<file path="src/rtl/fifo_pkg.sv">
// Shared FIFO definitions: default sizes, log2 helper and threshold legality check.
`ifndef FIFO_PKG_SV
`define FIFO_PKG_SV

// Elaboration-time guard: thresholds outside the legal range stop the build.
`define FIFO_THRESH_CHECK(af, ae, depth) \
  if (((af) > (depth)) || ((ae) >= (depth))) begin : g_bad_thresh \
    $error("fifo threshold out of range"); \
  end

package fifo_pkg;

  localparam int unsigned DEF_DSIZE = 8;
  localparam int unsigned DEF_ASIZE = 6;

  // Ceiling log2; clog2(1) = 0.
  function automatic int unsigned clog2(input int unsigned v);
    int unsigned r;
    r = 0;
    while ((32'd1 << r) < v) r = r + 1;
    return r;
  endfunction

endpackage

`endif

</file>
<file path="src/rtl/fifo_ram.sv">
// Simple dual-port RAM: synchronous write, asynchronous read. Contents are never reset.
module fifo_ram
  import fifo_pkg::*;
#(
  parameter int unsigned DSIZE = DEF_DSIZE,
  parameter int unsigned ASIZE = DEF_ASIZE
) (
  input  logic             i_wclk,
  input  logic             i_we,
  input  logic [ASIZE-1:0] i_waddr,
  input  logic [DSIZE-1:0] i_wdata,
  input  logic [ASIZE-1:0] i_raddr,
  output logic [DSIZE-1:0] o_rdata
);

  localparam int unsigned DEPTH = 1 << ASIZE;

  logic [DSIZE-1:0] mem [DEPTH];

  // Write port.
  always_ff @(posedge i_wclk) begin
    if (i_we) mem[i_waddr] <= i_wdata;
  end

  // Read port is a plain mux so the head word is visible without latency.
  assign o_rdata = mem[i_raddr];

endmodule

</file>
<file path="src/rtl/sync_fifo_flags.sv">
// Single-clock FIFO with level, almost-full/empty thresholds, sticky error flags
// and selectable show-ahead or registered read data.
module sync_fifo_flags
  import fifo_pkg::*;
#(
  parameter int unsigned DSIZE     = DEF_DSIZE,
  parameter int unsigned ASIZE     = DEF_ASIZE,
  parameter int unsigned AF_THRESH = 56,
  parameter int unsigned AE_THRESH = 8,
  parameter int unsigned OUTREG    = 0
) (
  input  logic             i_clk,
  input  logic             i_rst,
  input  logic             i_wr,
  input  logic [DSIZE-1:0] i_wdata,
  input  logic             i_rd,
  input  logic             i_clr_err,
  output logic [DSIZE-1:0] o_rdata,
  output logic             o_rvalid,
  output logic             o_full,
  output logic             o_empty,
  output logic             o_afull,
  output logic             o_aempty,
  output logic [ASIZE:0]   o_level,
  output logic             o_overflow,
  output logic             o_underflow
);

  localparam int unsigned DEPTH = 1 << ASIZE;
  localparam int unsigned LW    = ASIZE + 1;

  `FIFO_THRESH_CHECK(AF_THRESH, AE_THRESH, DEPTH)

  logic [ASIZE:0]   wptr;
  logic [ASIZE:0]   rptr;
  logic             wr_ok;
  logic             rd_ok;
  logic [ASIZE:0]   level_next;
  logic [DSIZE-1:0] ram_rdata;

  // Accept decisions use the registered flags only.
  always_comb begin
    wr_ok      = i_wr & ~o_full;
    rd_ok      = i_rd & ~o_empty;
    level_next = o_level + LW'(wr_ok) - LW'(rd_ok);
  end

  fifo_ram #(
    .DSIZE (DSIZE),
    .ASIZE (ASIZE)
  ) u_ram (
    .i_wclk  (i_clk),
    .i_we    (wr_ok),
    .i_waddr (wptr[ASIZE-1:0]),
    .i_wdata (i_wdata),
    .i_raddr (rptr[ASIZE-1:0]),
    .o_rdata (ram_rdata)
  );

  // Pointers, level, status flags and sticky errors all move on the same edge.
  always_ff @(posedge i_clk) begin
    if (i_rst) begin
      wptr        <= '0;
      rptr        <= '0;
      o_level     <= '0;
      o_full      <= 1'b0;
      o_empty     <= 1'b1;
      o_afull     <= 1'b0;
      o_aempty    <= 1'b1;
      o_overflow  <= 1'b0;
      o_underflow <= 1'b0;
    end else begin
      if (wr_ok) wptr <= wptr + LW'(1);
      if (rd_ok) rptr <= rptr + LW'(1);
      o_level     <= level_next;
      o_full      <= (level_next == LW'(DEPTH));
      o_empty     <= (level_next == '0);
      o_afull     <= (level_next >= LW'(AF_THRESH));
      o_aempty    <= (level_next <= LW'(AE_THRESH));
      // Set has priority over clear.
      o_overflow  <= (i_wr & o_full)  | (o_overflow  & ~i_clr_err);
      o_underflow <= (i_rd & o_empty) | (o_underflow & ~i_clr_err);
    end
  end

  if (OUTREG != 0) begin : g_outreg
    // Registered read data: one-cycle valid pulse per accepted read, data holds otherwise.
    always_ff @(posedge i_clk) begin
      if (i_rst) begin
        o_rdata  <= '0;
        o_rvalid <= 1'b0;
      end else begin
        o_rvalid <= rd_ok;
        if (rd_ok) o_rdata <= ram_rdata;
      end
    end
  end else begin : g_showahead
    // Show-ahead: head word presented directly whenever the FIFO holds data.
    assign o_rdata  = ram_rdata;
    assign o_rvalid = ~o_empty;
  end

endmodule
</file>
<file path="config.mk">
export PLATFORM = sky130hd
export DESIGN_NAME = sync_fifo_flags
export DESIGN_NICKNAME = d
export VERILOG_FILES = /design/src/rtl/fifo_pkg.sv /design/src/rtl/fifo_ram.sv /design/src/rtl/sync_fifo_flags.sv
export SDC_FILE = /design/constraint.sdc
export NUM_CORES = 1
export LEC_CHECK = 0
export BUFFER_PORTS_ARGS = -buffer_cell sky130_fd_sc_hd__buf_2
export CORE_UTILIZATION = 60
export CTS_CLUSTER_DIAMETER = 40
export DETAILED_ROUTE_END_ITERATION = 6
export PLACE_DENSITY = 0.85
export RECOVER_POWER = 50
export SYNTH_ARGS = -nofsm -noshare
export SYNTH_HDL_FRONTEND = slang
export SYNTH_SLANG_ARGS = --single-unit
</file>
<file path="constraint.sdc">
create_clock -name i_clk -period 3.7 [get_ports i_clk]
set_input_delay 0.37 -clock i_clk [delete_from_list [all_inputs] [get_ports i_clk]]
set_output_delay 0.37 -clock i_clk [all_outputs]
set_load 0.05 [all_outputs]
</file>
-- Word level (Yosys, flattened, before mapping)
Memories as Yosys holds them, arrays and structs flattened. A register that Yosys moved wholly into a read port is not among the register bits.
Cells that the tools add are included.
- flip-flop bits (word level): 27
- bits in writable memories: 512
- input port bits: 13
- output and inout bits: 22
- word-level logic and storage cells: 33
- memories kept: 1
- memory list (memory ; words ; width ; read ports ; clocked after memory_dff ; wr ports ; RTL line ; RTL):
    u_ram.mem ; 64 ; 8 ; 1 ; 1 ; 1 ; fifo_ram.sv:18 ; logic [DSIZE-1:0] mem [DEPTH];
- add/sub/neg operators: 4
- magnitude comparators: 2
- equality and inequality tests: 1
- muxes and demuxes: 4
- bitwise operators: 11
- reduce and logical (&&, ||, !) cells: 1
- operators with widths (operator ; number):
    $add 7x1->7 const B ; 2
    $mux 6 ; 2
    $add 7x1->7 ; 1
    $eq 7x7->1 const B ; 1
    $ge 7x6->1 const B ; 1
    $le 7x4->1 const B ; 1
    $logic_not 7->1 ; 1
    $sub 7x1->7 ; 1
    $and 1x1->1 ; 6
    $not 1->1 ; 3
    $mux 1 ; 2
    $or 1x1->1 ; 2

-- Depth between registers and ports, before layout
- depth after elaboration: 5
- depth in mapped cells: 11
- depth with buffers taken out: 10

-- Modules after synthesis
Synthesis repeated with hierarchy kept, for this count alone.
- cell total of the unflattened synthesis: 1066
- area, all modules: 21221.6 sq um
- modules (own cells, without submodules) (module ; times used ; cells an instance ; area each (sq um) ; sequential area each (sq um)):
    fifo_ram ; 1 ; 932 ; 20006.7 ; 15374.7
    sync_fifo_flags ; 1 ; 134 ; 1214.9 ; 500.5

-- Worst setup path after synthesis
No wires, ideal clock.
- path kind: reg2out
- start point: register with a tool-made name
- end point: output o_rdata[0]
- arrival: 2615 ps
- required time: 3330 ps
- path slack: 715 ps
- cell stages (with the launch flop): 8
- path buffers: 4
- cells stage by stage: dfxtp_1 buf_2 buf_4 buf_2 buf_2 a211oi_1 a211o_1 o31ai_1
- RTL lines (item ; RTL line ; RTL):
    end, declared ; sync_fifo_flags.sv:18 ; output logic [DSIZE-1:0] o_rdata,

==> flow_metrics.py <==
metrics = {
    "floorplan": {
        "io_pins": 35,
        "row_count": 68,
        "die_y_microns": 191,
        "start_util_pct": 61.3,
        "die_w_microns": 191,
        "core-area_sq_mm": 0.0348,
        "dieArea_sq_mm": 0.0363,
    },
    "yosys": {
        "synth_edf_count": 512,
        "synth_nets": 1089,
        "ys.flop_type": "edfxtp_1",
        "yosysUniqueCellTypes": 64,
        "netlist_instances": 1067,
        "synthArstFlopShare_pct": 0,
        "ys_ff_latch": 543,
        "yosys_warnings": 0,
        "synthDominantAreaCellType": "edfxtp_1",
        "ys_seq_area_share_pct": 75.0,
        "syn_area_sq_mm": 0.0213,
        "synth.area.top_cells": "edfxtp_1, mux4_2, dfxtp_1",
        "synth_top_area_share_pct": 72.1,
        "avgSynthCellArea_sq_um": 20.0,
    },
    "hold_path": {
        "hold_path.class": "in -> reg",
        "hold_path.startpoint": "i_wr",
    },
    "finish": {
        "drive_gt1_share_pct": 23.8,
        "n_antenna_cell": 0,
        "final_cell_count_no_fill": 1635,
        "layout_commonest_cell": "edfxtp_1",
        "nets": 1154,
        "layout_common_cells": "edfxtp_1, mux4_2, nor2_1",
        "areaGrowthSynthToFinish_pct": 12.5,
    },
    "power": {
        "ir_worst_vdd_v": 0.000659,
        "leakage_nw": 7.49,
        "power_density_mw_per_mm2": 610,
    },
    "job": {
        "drv_cap": 8,
    },
    "critical_path": {
        "worstPathArrival_ns": 3.21,
        "r2r-start": "o_empty",
        "crit_type": "reg -> out",
        "slowest_stage": "dfxtp_1",
        "start_kind": "flip-flop",
        "cpPeakStageDelay_ns": 0.71,
        "required_ns": 3.33,
        "worstSetupEndpointType": "primary output",
        "cp_max_fo": 14,
        "path_cells": "or3b_2 -> o22ai_1 -> nor4_1 -> mux2_2 -> buf_2",
    },
    "clocking": {
        "cts_tree": "built",
        "root_buffer": "clkbuf_16",
        "htreeDepth": 2,
        "clk_path_buf_depth": 3,
        "numCtsBuffers": 59,
        "cts_hold_buf": 0,
        "cts.sinks": 543,
        "clk_latency_ns": 0.63,
        "clk_pin_slew_ns": 0.06,
    },
    "grt": {
        "grt_pass1_wl_microns": 73800,
        "gr-total-overflow": 0,
        "grt_usage_pct": 28.7,
        "grt_max_degree": 65,
        "grt_pass1_vias": 11400,
        "antenna_found_initial": 1,
    },
    "placement": {
        "placed_cells": 1523,
        "portBuffers": 34,
        "dp_hpwl_microns": 28300,
        "place.gp.congestion": 0.898,
    },
    "routing": {
        "drt_iter0_drc": 1525,
        "vias_per_cell": 6.88,
        "firstDrtPassIters": 6,
        "antenna_left": 0,
        "wl_per_cell_microns": 30.6,
        "route.detailed.drc": 0,
        "routed_wl_microns": 50000,
        "vias": 11200,
    },
    "sta": {
        "final_hold_viol_count": 0,
        "skew_ns": 0.0265,
        "period_minus_slack_ns": 3.58,
        "slew_headroom_pct": -102,
        "drv_slew": 520,
        "setup_viol": 0,
        "setup_tns_ns": 0,
        "tightest_slew_ns": 3.03,
        "fmax_mhz": 279,
        "period_share_pct": 96.7,
        "rsz0062_at_grt": "no",
    },
    "run_status": {
        "violations": "capacitance limit, slew limit",
        "status": "finished with violations",
    },
}
-- timing repair --
action	CTS	global route
endpoints found under the setup margin	6	2
resized for setup	0	1
buffers inserted	3	0
-- flip-flops by register name (all words and copies together) (netlist names), named ones only --
register	cells
o_afull	1
o_full	1
o_overflow	1
rptr	6
o_underflow	1
o_level	7
wptr	6
o_empty	1
u_ram.mem	512
o_aempty	1
-- final timing paths --
kind / to / slack, ns / depth (start not counted)
worst max-delay path: o_rdata[7] / 0.12 / 5
worst min-delay path: o_overflow / 0.07 / 3
worst max register to register: o_afull / 0.58 / 11
worst min register to register: rptr[5] / 0.50 / 2
-- where the power goes --
group	switching, mW	total (mW)	leakage [nW]	internal, mW
Combinational	1.03	1.65	1.64	0.619
Sequential	0.0708	6.88	4.86	6.81
Clock	2.46	6.09	0.987	3.63
-- cells in the mapped netlist (3+ instances only) --
cell,instances
edfxtp_1,512
mux4_2,118
nor2_1,99
o22ai_1,41
dfxtp_1,31
clkbuf_1,25
nand2_1,24
mux2i_1,13
buf_2,12
inv_1,12
nor2b_1,11
mux4_1,10
buf_6,9
nand3_1,9
xor2_1,9
ha_1,8
a21oi_1,7
a211oi_1,6
or2_2,6
buf_4,5
nand2b_1,5
nand3b_1,5
or3b_2,5
buf_12,4
mux2_2,4
nor3_1,4
o21ai_0,4
o21ai_1,4
or3_1,4
xnor2_1,4
buf_1,3
nand4_1,3
nor4_1,3
o211ai_1,3
o21a_1,3
o221ai_1,3
or4_1,3
-- per-layer routing --
| layer | track usage, % | part of all wire [%] | vias to the layer above |
|---|---|---|---|
| met5 | 0 | 0 | - |
| met4 | 12.3 | 4.7 | 0 |
| met3 | 6.39 | 10 | 162 |
| met2 | 47.0 | 50 | 846 |
| li1 | - | - | 4519 |
| met1 | 37.4 | 35 | 5717 |
-- worst max-delay path, delay by kind of cell, from the launching register on --
family | cells | cell delay [ns]
DFF | 1 | 0.71
and+or+nand+nor | 2 | 0.86
AOI/OAI and AO/OA | 1 | 0.46
muxes | 1 | 0.33
buffers and inverters | 1 | 0.22
-- final cells by class --
type                            instances  area, sq um
Fill cell                            2029        10800
Timing Repair Buffer                   64          448
Inverter                               12         45.0
Multi-Input combinational cell        452         4880
Clock buffer                           68         1530
Tap cell                              455          569
Sequential cell                       543        16000
Clock inverter                         41          500
-- through the flow --
step | setup WS, ns | power (mW) | utilization (%) | area, sq um | hold slack (ns)
finish | 0.121 | 14.6 | 68.9 | 24000 | 0.0652
detailed placement | 0.633 | 8.61 | 63.1 | 21900 | 0.493
global route | 0.0450 | 15.0 | 68.9 | 24000 | 0.0583
global placement | 0.648 | 8.56 | 63.1 | 21900 | 0.477
floorplan | 0.715 | 8.20 | - | 21300 | 0.454
CTS | 0.0316 | 14.7 | 69.0 | 24000 | 0.0450
-- kinds of logic after synthesis --
group / after synthesis / synth area share, %
multiplexers: 145 / 14.5
buffers and inverters: 72 / 2.11
adder cells (fa/ha/maj): 9 / 0.563
flip-flops: 543 / 75.0
XOR/XNOR: 13 / 0.534
AO/OA/AOI/OAI: 94 / 3.04
AND/OR/NAND/NOR: 191 / 4.25
Note: power is estimated with default switching activity, not from simulation.
